===== src/rtl/dircc_router_pkg.sv =====
// Shared definitions for the directional router: channel encodings, the
// broadcast address constant, the packet FSM states and the route decoder.
package dircc_router_pkg;

   // Output channel encodings.
   typedef enum logic [1:0] {
      CH_LOCAL = 2'd0,
      CH_UP    = 2'd1,
      CH_DOWN  = 2'd2,
      CH_BCAST = 2'd3
   } channel_t;

   // Packet tracking states.
   typedef enum logic {
      ST_IDLE      = 1'b0,
      ST_IN_PACKET = 1'b1
   } state_t;

   // Widest supported address; the broadcast address is all-ones at the
   // actual address width, derived from this by shifting.
   localparam int unsigned MAX_ADDR_WIDTH = 64;
   localparam logic [MAX_ADDR_WIDTH-1:0] BCAST_ADDR = '1;

   // Decode a destination against this node's address. Both operands are
   // zero-extended to MAX_ADDR_WIDTH; addr_w is the real address width.
   function automatic channel_t route_decode(
      input logic [MAX_ADDR_WIDTH-1:0] dest,
      input logic [MAX_ADDR_WIDTH-1:0] addr,
      input int unsigned               addr_w
   );
      logic [MAX_ADDR_WIDTH-1:0] bcast;
      bcast = BCAST_ADDR >> (MAX_ADDR_WIDTH - addr_w);
      if (dest == bcast)     return CH_BCAST;
      else if (dest == addr) return CH_LOCAL;
      else if (dest > addr)  return CH_UP;
      else                   return CH_DOWN;
   endfunction

endpackage


===== src/rtl/dircc_router.sv =====
// Directional packet router: decodes the destination from the header beat,
// tags every beat of the packet with the chosen output channel and forwards
// the stream through a single output register stage.
//
// Handshake: a beat moves on an interface at a rising edge where valid and
// ready are both high. in_ready = !out_valid || out_ready (and low during
// reset); out_valid is purely registered and never follows in_valid
// combinationally; out_* hold steady while out_valid && !out_ready.
module dircc_router
   import dircc_router_pkg::*;
#(
   parameter int DATA_WIDTH    = 32,
   parameter int EMPTY_WIDTH   = 2,
   parameter int ADDR_WIDTH    = 16,
   parameter int CHANNEL_WIDTH = 2
) (
   input  logic                     clk,
   input  logic                     reset,
   input  logic [ADDR_WIDTH-1:0]    address,
   output logic                     in_ready,
   input  logic                     in_valid,
   input  logic [DATA_WIDTH-1:0]    in_data,
   input  logic                     in_startofpacket,
   input  logic                     in_endofpacket,
   input  logic [EMPTY_WIDTH-1:0]   in_empty,
   input  logic                     out_ready,
   output logic                     out_valid,
   output logic [DATA_WIDTH-1:0]    out_data,
   output logic [CHANNEL_WIDTH-1:0] out_channel,
   output logic                     out_startofpacket,
   output logic                     out_endofpacket,
   output logic [EMPTY_WIDTH-1:0]   out_empty
);

   state_t                   state;
   state_t                   state_next;
   logic [CHANNEL_WIDTH-1:0] pkt_channel;
   logic [CHANNEL_WIDTH-1:0] beat_channel;
   logic [ADDR_WIDTH-1:0]    dest;
   logic                     accept;
   logic                     forward;

   assign in_ready = !reset && (!out_valid || out_ready);
   assign accept   = in_valid && in_ready;
   assign dest     = in_data[DATA_WIDTH-1 -: ADDR_WIDTH];
   // Only beats belonging to a packet are forwarded; stray beats in IDLE
   // are accepted and dropped.
   assign forward  = accept && (in_startofpacket || state == ST_IN_PACKET);

   // Header beats use a fresh decode (address sampled now); other beats
   // reuse the channel latched at the header.
   always_comb begin
      beat_channel = pkt_channel;
      if (in_startofpacket) begin
         beat_channel = CHANNEL_WIDTH'(route_decode(64'(dest), 64'(address), ADDR_WIDTH));
      end
   end

   // Next-state logic: SOP always (re)starts a packet, EOP always ends it.
   always_comb begin
      state_next = state;
      if (accept) begin
         if (in_startofpacket) begin
            state_next = in_endofpacket ? ST_IDLE : ST_IN_PACKET;
         end else if (state == ST_IN_PACKET && in_endofpacket) begin
            state_next = ST_IDLE;
         end
      end
   end

   // State register.
   always_ff @(posedge clk) begin
      if (reset) state <= ST_IDLE;
      else       state <= state_next;
   end

   // Latch the decoded channel at each accepted header.
   always_ff @(posedge clk) begin
      if (reset) begin
         pkt_channel <= '0;
      end else if (accept && in_startofpacket) begin
         pkt_channel <= beat_channel;
      end
   end

   // Output register stage; loads only when the stage is free or draining.
   always_ff @(posedge clk) begin
      if (reset) begin
         out_valid         <= 1'b0;
         out_data          <= '0;
         out_channel       <= '0;
         out_startofpacket <= 1'b0;
         out_endofpacket   <= 1'b0;
         out_empty         <= '0;
      end else if (in_ready) begin
         out_valid <= forward;
         if (forward) begin
            out_data          <= in_data;
            out_channel       <= beat_channel;
            out_startofpacket <= in_startofpacket;
            out_endofpacket   <= in_endofpacket;
            out_empty         <= in_empty;
         end
      end
   end

endmodule


===== config.mk =====
export PLATFORM = sky130hd
export DESIGN_NAME = dircc_router
export DESIGN_NICKNAME = d
export VERILOG_FILES = /design/src/rtl/dircc_router_pkg.sv /design/src/rtl/dircc_router.sv
export SDC_FILE = /design/constraint.sdc
export NUM_CORES = 1
export LEC_CHECK = 0
export ABC_AREA = 1
export BUFFER_PORTS_ARGS = -buffer_cell sky130_fd_sc_hd__buf_2
export CORE_ASPECT_RATIO = 1.75
export CORE_UTILIZATION = 35
export CTS_CLUSTER_SIZE = 8
export DETAILED_ROUTE_END_ITERATION = 6
export PLACE_DENSITY = 0.71
export REMOVE_ABC_BUFFERS = 1
export SYNTH_ARGS = -nofsm -noshare
export SYNTH_HDL_FRONTEND = slang
export SYNTH_SLANG_ARGS = --single-unit

===== constraint.sdc =====
create_clock -name clk -period 1.4 [get_ports clk]
set_input_delay 0.14 -clock clk [delete_from_list [all_inputs] [get_ports clk]]
set_output_delay 0.14 -clock clk [all_outputs]
set_load 0.02 [all_outputs]

Word level (Yosys, flattened, before mapping). Index checks and enable logic that the tools add are counted.

Word-level logic and storage cells: 30. Flip-flop bits (word level): 42. Input bits: 56. Output and inout port bits: 40.

Multiplexer cells: 7. Eq/ne operators: 2. $lt $le $gt $ge: 1. Reduce and logical (&&, ||, !) cells: 12.

Operators with widths (number): equality test 16 bit (1); equality test 16 bit (second input constant) (1); > comparator 16 bit (1); 2-to-1 mux 2 bit (4); logical AND 1 bit (5); AND reduction 2 bit (2); 2-to-1 mux 1 bit (3); logical NOT 1 bit (2); logical OR 1 bit (2); nonzero test 2 bit (1).

Depth between registers and ports, before layout. Gate-level depths: netlist of run 1.

Word-level depth: 6. Mapped depth: 15. Mapped depth without buffers: 15.

Least setup slack after synthesis of run 1. No wires, ideal clock.

Path type: reg2reg. Start point: register out_valid. End point: register out_data[13]. Data arrival time: 1.232 ns. Cell stages (with the launch flop): 10. Slack: 0.052 ns. Period minus slack after synthesis: 1.348 ns. Path buffers: 1. Cells stage by stage: dfxtp_1 > nand2_1 > nand2_1 > inv_2 > nand2_2 > a21oi_4 > inv_2 > buf_4 > nor2_1 > nor2_1.

Cells in the longest elaborated chain, start to end: 6.

RTL lines: start, declared (RTL line dircc_router.sv:27) `output logic out_valid,`; start signal, assigned (RTL line dircc_router.sv:96) `out_valid <= forward;`; logical NOT 1 bit * (RTL line dircc_router.sv:43) `assign in_ready = !reset && (!out_valid || out_ready);`; logical OR 1 bit * (RTL line dircc_router.sv:43); logical AND 1 bit * (RTL line dircc_router.sv:43); net in_ready (RTL line dircc_router.sv:20) `output logic in_ready,`; logical AND 1 bit (RTL line dircc_router.sv:44) `assign accept = in_valid && in_ready;`; logical AND 1 bit (RTL line dircc_router.sv:48) `assign forward = accept && (in_startofpacket || state == ST_IN_PACKET);`; AND reduction 2 bit (no source line) *; end signal, assigned (RTL line dircc_router.sv:98) `out_data <= in_data;`; end, declared (RTL line dircc_router.sv:28) `output logic [DATA_WIDTH-1:0] out_data,`.

The timed path passes the listed nets; every way through them passes the cells marked *. A chain may end at the register's enable or synchronous reset.

Final worst setup path of run 1.
Start point: register out_valid. End point: register out_data[8].

Cells in the longest elaborated chain, start to end: 6.

RTL lines (RTL line): logical NOT 1 bit * (dircc_router.sv:43); logical OR 1 bit * (dircc_router.sv:43); logical AND 1 bit * (dircc_router.sv:43); logical AND 1 bit (dircc_router.sv:44); logical AND 1 bit (dircc_router.sv:48); AND reduction 2 bit (no source line) *.

Every way passes the cells marked *; elsewhere a longest branch is shown, timed or not.

==> results_dict.tcl, run 1 <==
set metrics [dict create \
    status "finished clean" \
    leakage_nw 1.52 \
    fp.dieW_um 58.7 \
    use_met1_pct 17.6 \
    chipHeight_um 101 \
    fmax_ghz 0.784 \
    wl_per_cell_um 11.5 \
    end_kind "flip-flop" \
    grt_pass1_wl_mm 8.11 \
    worst_slew_pin_slew_ps 380 \
    initial_utilization_pct 36.9 \
    core_um2 5340 \
    rows 35 \
    die_area_um2 5950 \
    drv_cap 0 \
    finish.net_count 449 \
    io_buffers 95 \
    insertion_delay_ps 290 \
    synth.top_cells.by_area "dfxtp_1 43%, nor2_1 14%, ha_1 10%" \
    cts_root_buf "clkbuf_8" \
    yosysUniqueCellTypes 19 \
    drive_above_1_share_pct 31.7 \
    met3_usage_pct 1.92 \
    cp_data_required_time_ps 1630 \
    start_kind "flip-flop" \
    crit_type "flip-flop to flip-flop" \
    hpwl_mm 3.97 \
    setup_viol 0 \
    top_usage_layer "met2" \
    slew_headroom_pct 74.7 \
    p_per_area_nw_per_um2 976 \
    htree_levels 2 \
    yosysTopAreaCell "dfxtp_1" \
    clock-sinks 42 \
    postSynthCellCount 273 \
    synth_top_area_share_pct 42.7 \
    viasPerCell 4.57 \
    place_congestion 0.806 \
    grt_pass1_vias 1977 \
    routed-via-count 2066 \
    antenna_found_initial 0 \
    slew_violations 0 \
    grt_max_degree 39 \
    area_growth_pct 35.8 \
    drt_pass1_iterations 4 \
    synth_seq_cells 42 \
    grt_overflow_total 0 \
    ys_warn_count 0 \
    io_pins 96 \
    cts_buffer_depth 2 \
    drt_iter0_markers 39 \
    crit_arrival_ps 1500 \
    min_path_type "input pin to flip-flop" \
    final_common_cell "buf_2" \
    avgSynthCellArea_um2 7.22 \
    vdd_drop_max_mv 0.803 \
    ys_seq_area_share_pct 42.7 \
    finalCritPeriodShare_pct 91.1 \
    path_max_fanout 24 \
    wl_mm 5.18 \
    tns_ps 0 \
    antenna_left 0 \
    netlist_area_um2 1970 \
    skew_ps 4.28 \
    diodes 0 \
    clk_pin_slew_ps 70 \
    min_period_ps 1270 \
    cts_buffers 5 \
    rsz0062_at_grt "true" \
    hold_viol 0 \
    hold_ws_ps 76.8 \
    cts_tree "built" \
    grt_usage_pct 17.7 \
    cts_hold_buf 0 \
    mostFrequentLayoutCells "95 x buf_2, 75 x nor2_1, 42 x dfxtp_1, 34 x o21ai_0" \
    grt_use_met2_pct 33.8 \
    drcViolationCount 0 \
    post_cts_buffers 0 \
]
-- path summary, 6_finish.rpt --
path / start / to / slack, ps / cells after the start
max reg2reg: out_valid$_SDFFE_PP0P_ / out_data[8]$_SDFFE_PP0P_ / 130 / 8
min reg2reg: out_startofpacket$_SDFFE_PP0P_ / out_startofpacket$_SDFFE_PP0P_ / 470 / 2
max: out_valid$_SDFFE_PP0P_ / out_data[8]$_SDFFE_PP0P_ / 130 / 8
min: in_data[15] / out_data[15]$_SDFFE_PP0P_ / 80 / 3
-- registers in the layout, summed over array words and instances, names as in the netlist --
| name | cells |
|---|---|
| out_data | 32 |
| out_channel | 2 |
| out_empty | 2 |
| pkt_channel | 2 |
| out_endofpacket | 1 |
| out_startofpacket | 1 |
| out_valid | 1 |
| state | 1 |
-- metrics by stage --
stage          cells  setup slack [ps]  util [%]  power (W)  area (um2)
6_report         452               125      50.1    0.00261        2680
5_1_grt          452             -18.9      50.1    0.00276        2680
4_1_cts          452              61.0      50.0    0.00265        2670
3_5_place_dp     444             -94.7      48.3    0.00185        2580
3_3_place_gp     444             -61.3      48.3    0.00184        2580
2_1_floorplan    262              -453         -    0.00160        1910
-- synthesized netlist by cell type --
| library cell | instances |
|---|---|
| a21o_1 | 1 |
| a21oi_1 | 13 |
| a21oi_4 | 1 |
| a31oi_1 | 1 |
| buf_2 | 4 |
| buf_4 | 3 |
| clkbuf_1 | 4 |
| dfxtp_1 | 42 |
| ha_1 | 16 |
| inv_1 | 29 |
| inv_2 | 3 |
| nand2_1 | 29 |
| nand2_2 | 1 |
| nand3_1 | 5 |
| nand4_1 | 4 |
| nor2_1 | 75 |
| nor3_1 | 2 |
| o21ai_0 | 34 |
| o21ai_1 | 6 |
-- critical path, stage by stage (launching register included) --
cell	delay (ps)
dfxtp_1	320
nand2_1	100
nand2_1	70
inv_2	60
nand2_2	60
a21oi_4	170
buf_6	230
o21ai_0	100
nor2_1	100
-- kinds of logic after synthesis --
logic type / count (synthesis) / share of synthesized area (%)
flip-flops: 42 / 42.7
AO/OA/AOI/OAI: 56 / 15.0
adder cells (fa/ha/maj): 16 / 10.2
buffers and inverters: 43 / 9.02
AND/OR/NAND/NOR: 116 / 23.2
-- report_power, final --
group          switching, W  internal, W  total (W)
combinational      0.000311     0.000212   0.000523
sequential        0.0000306      0.00126    0.00129
clock              0.000398     0.000398   0.000797
-- layout make-up --
cell class                      instances  area [um2]
Clock buffer                            7        86.3
Clock inverter                          1        5.00
Sequential cell                        42         841
Timing Repair Buffer                  108         577
Tap cell                               74        92.6
Fill cell                             578        2670
Multi-Input combinational cell        188         952
Inverter                               32         123
-- what timing repair did --
action / in CTS / in global routing
endpoints found under the hold margin: 0 / 0
resized for setup: 1 / 1
endpoints found under the setup margin: 36 / 23
-- routing by layer --
metal  vias to the layer above  wire length (um)
met4                         0               182
met2                        52              2860
met3                        13               165
met1                       927              1970
li1                       1074                 -
met5                         -                 0
Power figures use the tool's default switching activity.
==> inputs of run 2 (changes only) <==
--- a/config.mk
+++ b/config.mk
@@ -6,12 +6,12 @@
 export NUM_CORES = 1
 export LEC_CHECK = 0
 export ABC_AREA = 1
-export BUFFER_PORTS_ARGS = -buffer_cell sky130_fd_sc_hd__buf_2
+export BUFFER_PORTS_ARGS = -buffer_cell sky130_fd_sc_hd__buf_4
 export CORE_ASPECT_RATIO = 1.75
 export CORE_UTILIZATION = 35
 export CTS_CLUSTER_SIZE = 8
 export DETAILED_ROUTE_END_ITERATION = 6
-export PLACE_DENSITY = 0.71
+export PLACE_DENSITY = 0.62
 export REMOVE_ABC_BUFFERS = 1
 export SYNTH_ARGS = -nofsm -noshare
 export SYNTH_HDL_FRONTEND = slang
==> run 2 against run 1 <==
  * Non-clock buffer count increased by 3
  * Worst hold slack got worse by 26 ps
  * Design area increased by 12%
  * Clock power increased by 49%
  * Critical path type unchanged
==> results_dict.tcl, run 2 (synthesis gave the netlist of run 1 again) <==
set metrics [dict create \
    status "finished clean" \
    setup_slack_ps 122 \
    dp_slack_ps -102 \
    critPathLaunch "out_valid$_SDFFE_PP0P_" \
    p_per_area_nw_per_um2 1030 \
    worst_slew_pin_slew_ps 386 \
    grt_usage_pct 18.8 \
    cts_buffer_depth 2 \
    insertion_delay_ps 300 \
    initial_utilization_pct 36.9 \
    grt_pass1_wl_mm 8.65 \
    cts_hold_buf 0 \
    antenna_found_initial 0 \
    grt_overflow_total 0 \
    cts_buffers 5 \
    drv_cap 0 \
    slew_violations 0 \
    leakage_nw 1.61 \
    crit_arrival_ps 1520 \
    finalCritPeriodShare_pct 91.3 \
    r2r-end "out_data[4]$_SDFFE_PP0P_" \
    final_common_cell "buf_4" \
    drcViolationCount 0 \
    area_growth_pct 51.6 \
    hpwl_mm 3.92 \
    finish.net_count 452 \
    rsz0062_at_grt "false" \
    r2r_slack_ps 120 \
    rows 35 \
    min_period_ps 1280 \
    diodes 0 \
    core_um2 5340 \
    drt_pass1_iterations 4 \
    slew_headroom_pct 74.2 \
    drive_above_1_share_pct 32.5 \
    grt_max_degree 39 \
    fin_cells 455 \
    hold_ws_ps 50.7 \
    routed-via-count 2068 \
    vdd_drop_max_mv 0.865 \
    wl_mm 5.30 \
    cp_data_required_time_ps 1640 \
    start_kind "flip-flop" \
    io_pins 96 \
    setup_viol 0 \
    htree_levels 2 \
    place_congestion 0.813 \
    clk_pin_slew_ps 80 \
    wl_per_cell_um 11.7 \
    io_buffers 95 \
    nFillCells 562 \
    mostFrequentLayoutCells "110 x buf_4, 75 x nor2_1, 42 x dfxtp_1, 34 x o21ai_0" \
    min_path_type "input pin to flip-flop" \
    fin_total_pwr_w 0.00309 \
    die_area_um2 5950 \
    skew_ps 7.15 \
    post_cts_buffers 0 \
    chipHeight_um 101 \
    clock-sinks 42 \
    multi_input_area_um2 952 \
    path_max_fanout 26 \
    hold_viol 0 \
    r2r-start "out_valid$_SDFFE_PP0P_" \
    viasPerCell 4.55 \
    reg2reg_depth 8 \
    grt_pass1_vias 2000 \
    fmax_ghz 0.782 \
    min_path_cells 2 \
    drt_iter0_markers 56 \
    antenna_left 0 \
    dp_cells 447 \
    fp.dieW_um 58.7 \
    crit_type "flip-flop to flip-flop" \
    tns_ps 0 \
    largest_reg_flops 32 \
    endpoint "out_data[4]$_SDFFE_PP0P_" \
    largest_register "out_data" \
    cts_root_buf "clkbuf_8" \
    seqCellArea_um2 841 \
    cts_tree "built" \
    end_kind "flip-flop" \
]
## run 2: changes by cell type in the layout (fill, tap and decap cells not counted), sizes merged
cell	before	now
buf	108	111
bufinv	0	2
clkbuf	7	6
clkinv	1	0
## run 2: what timing repair did
| action | 4_1_cts | 5_1_grt |
|---|---|---|
| resized for setup | 1 | 1 |
| endpoints found under the setup margin | 28 | 24 |
| pin swaps | 0 | 0 |
| gates cloned | 0 | 0 |
## run 2: layout make-up
cell class | count | area share, %
inverters | 32 | 4.10
flip-flops and latches | 42 | 28.1
clock inverters | 2 | 2.01
multi-input cells | 188 | 31.9
well taps | 74 | 3.10
repair buffers | 111 | 28.0
clock buffers | 6 | 2.76
## run 2: worst max-delay path, stage by stage, from the launching register on
cell     delay, ps
dfxtp_1        310
nand2_1         80
nand2_1         60
inv_2           60
nand2_2         60
a21oi_4        190
buf_6          240
o21ai_0        100
nor2_1         110
## run 2: metrics by stage
step | instance area (um2) | util (%)
3_3_place_gp | 2840 | 53.1
2_1_floorplan | 1910 | -
5_1_grt | 2990 | 55.9
3_5_place_dp | 2840 | 53.1
4_1_cts | 2980 | 55.9
6_report | 2990 | 55.9
## run 2: worst min path at each step
stage | from | slack (ps) | end
2_1_floorplan | reset | 210 | out_startofpacket$_SDFFE_PP0P_
3_3_place_gp | reset | 360 | out_startofpacket$_SDFFE_PP0P_
3_5_place_dp | reset | 360 | out_valid$_SDFFE_PP0P_
4_1_cts | reset | 40 | out_valid$_SDFFE_PP0P_
5_1_grt | reset | 40 | out_startofpacket$_SDFFE_PP0P_
6_report | reset | 50 | out_valid$_SDFFE_PP0P_
## run 2: routing by layer
layer / part of all wire (%) / track usage, % / vias up
li1: - / - / 1083
met1: 40 / 20.0 / 923
met2: 54 / 35.8 / 54
met3: 3.8 / 2.55 / 8
met4: 2.4 / 8.06 / 0
met5: 0 / 0 / -
## run 2: power breakdown
part           total (W)  internal [W]  switching, W
clock network    0.00119      0.000761      0.000428
logic           0.000606      0.000293      0.000313
registers        0.00129       0.00126     0.0000321
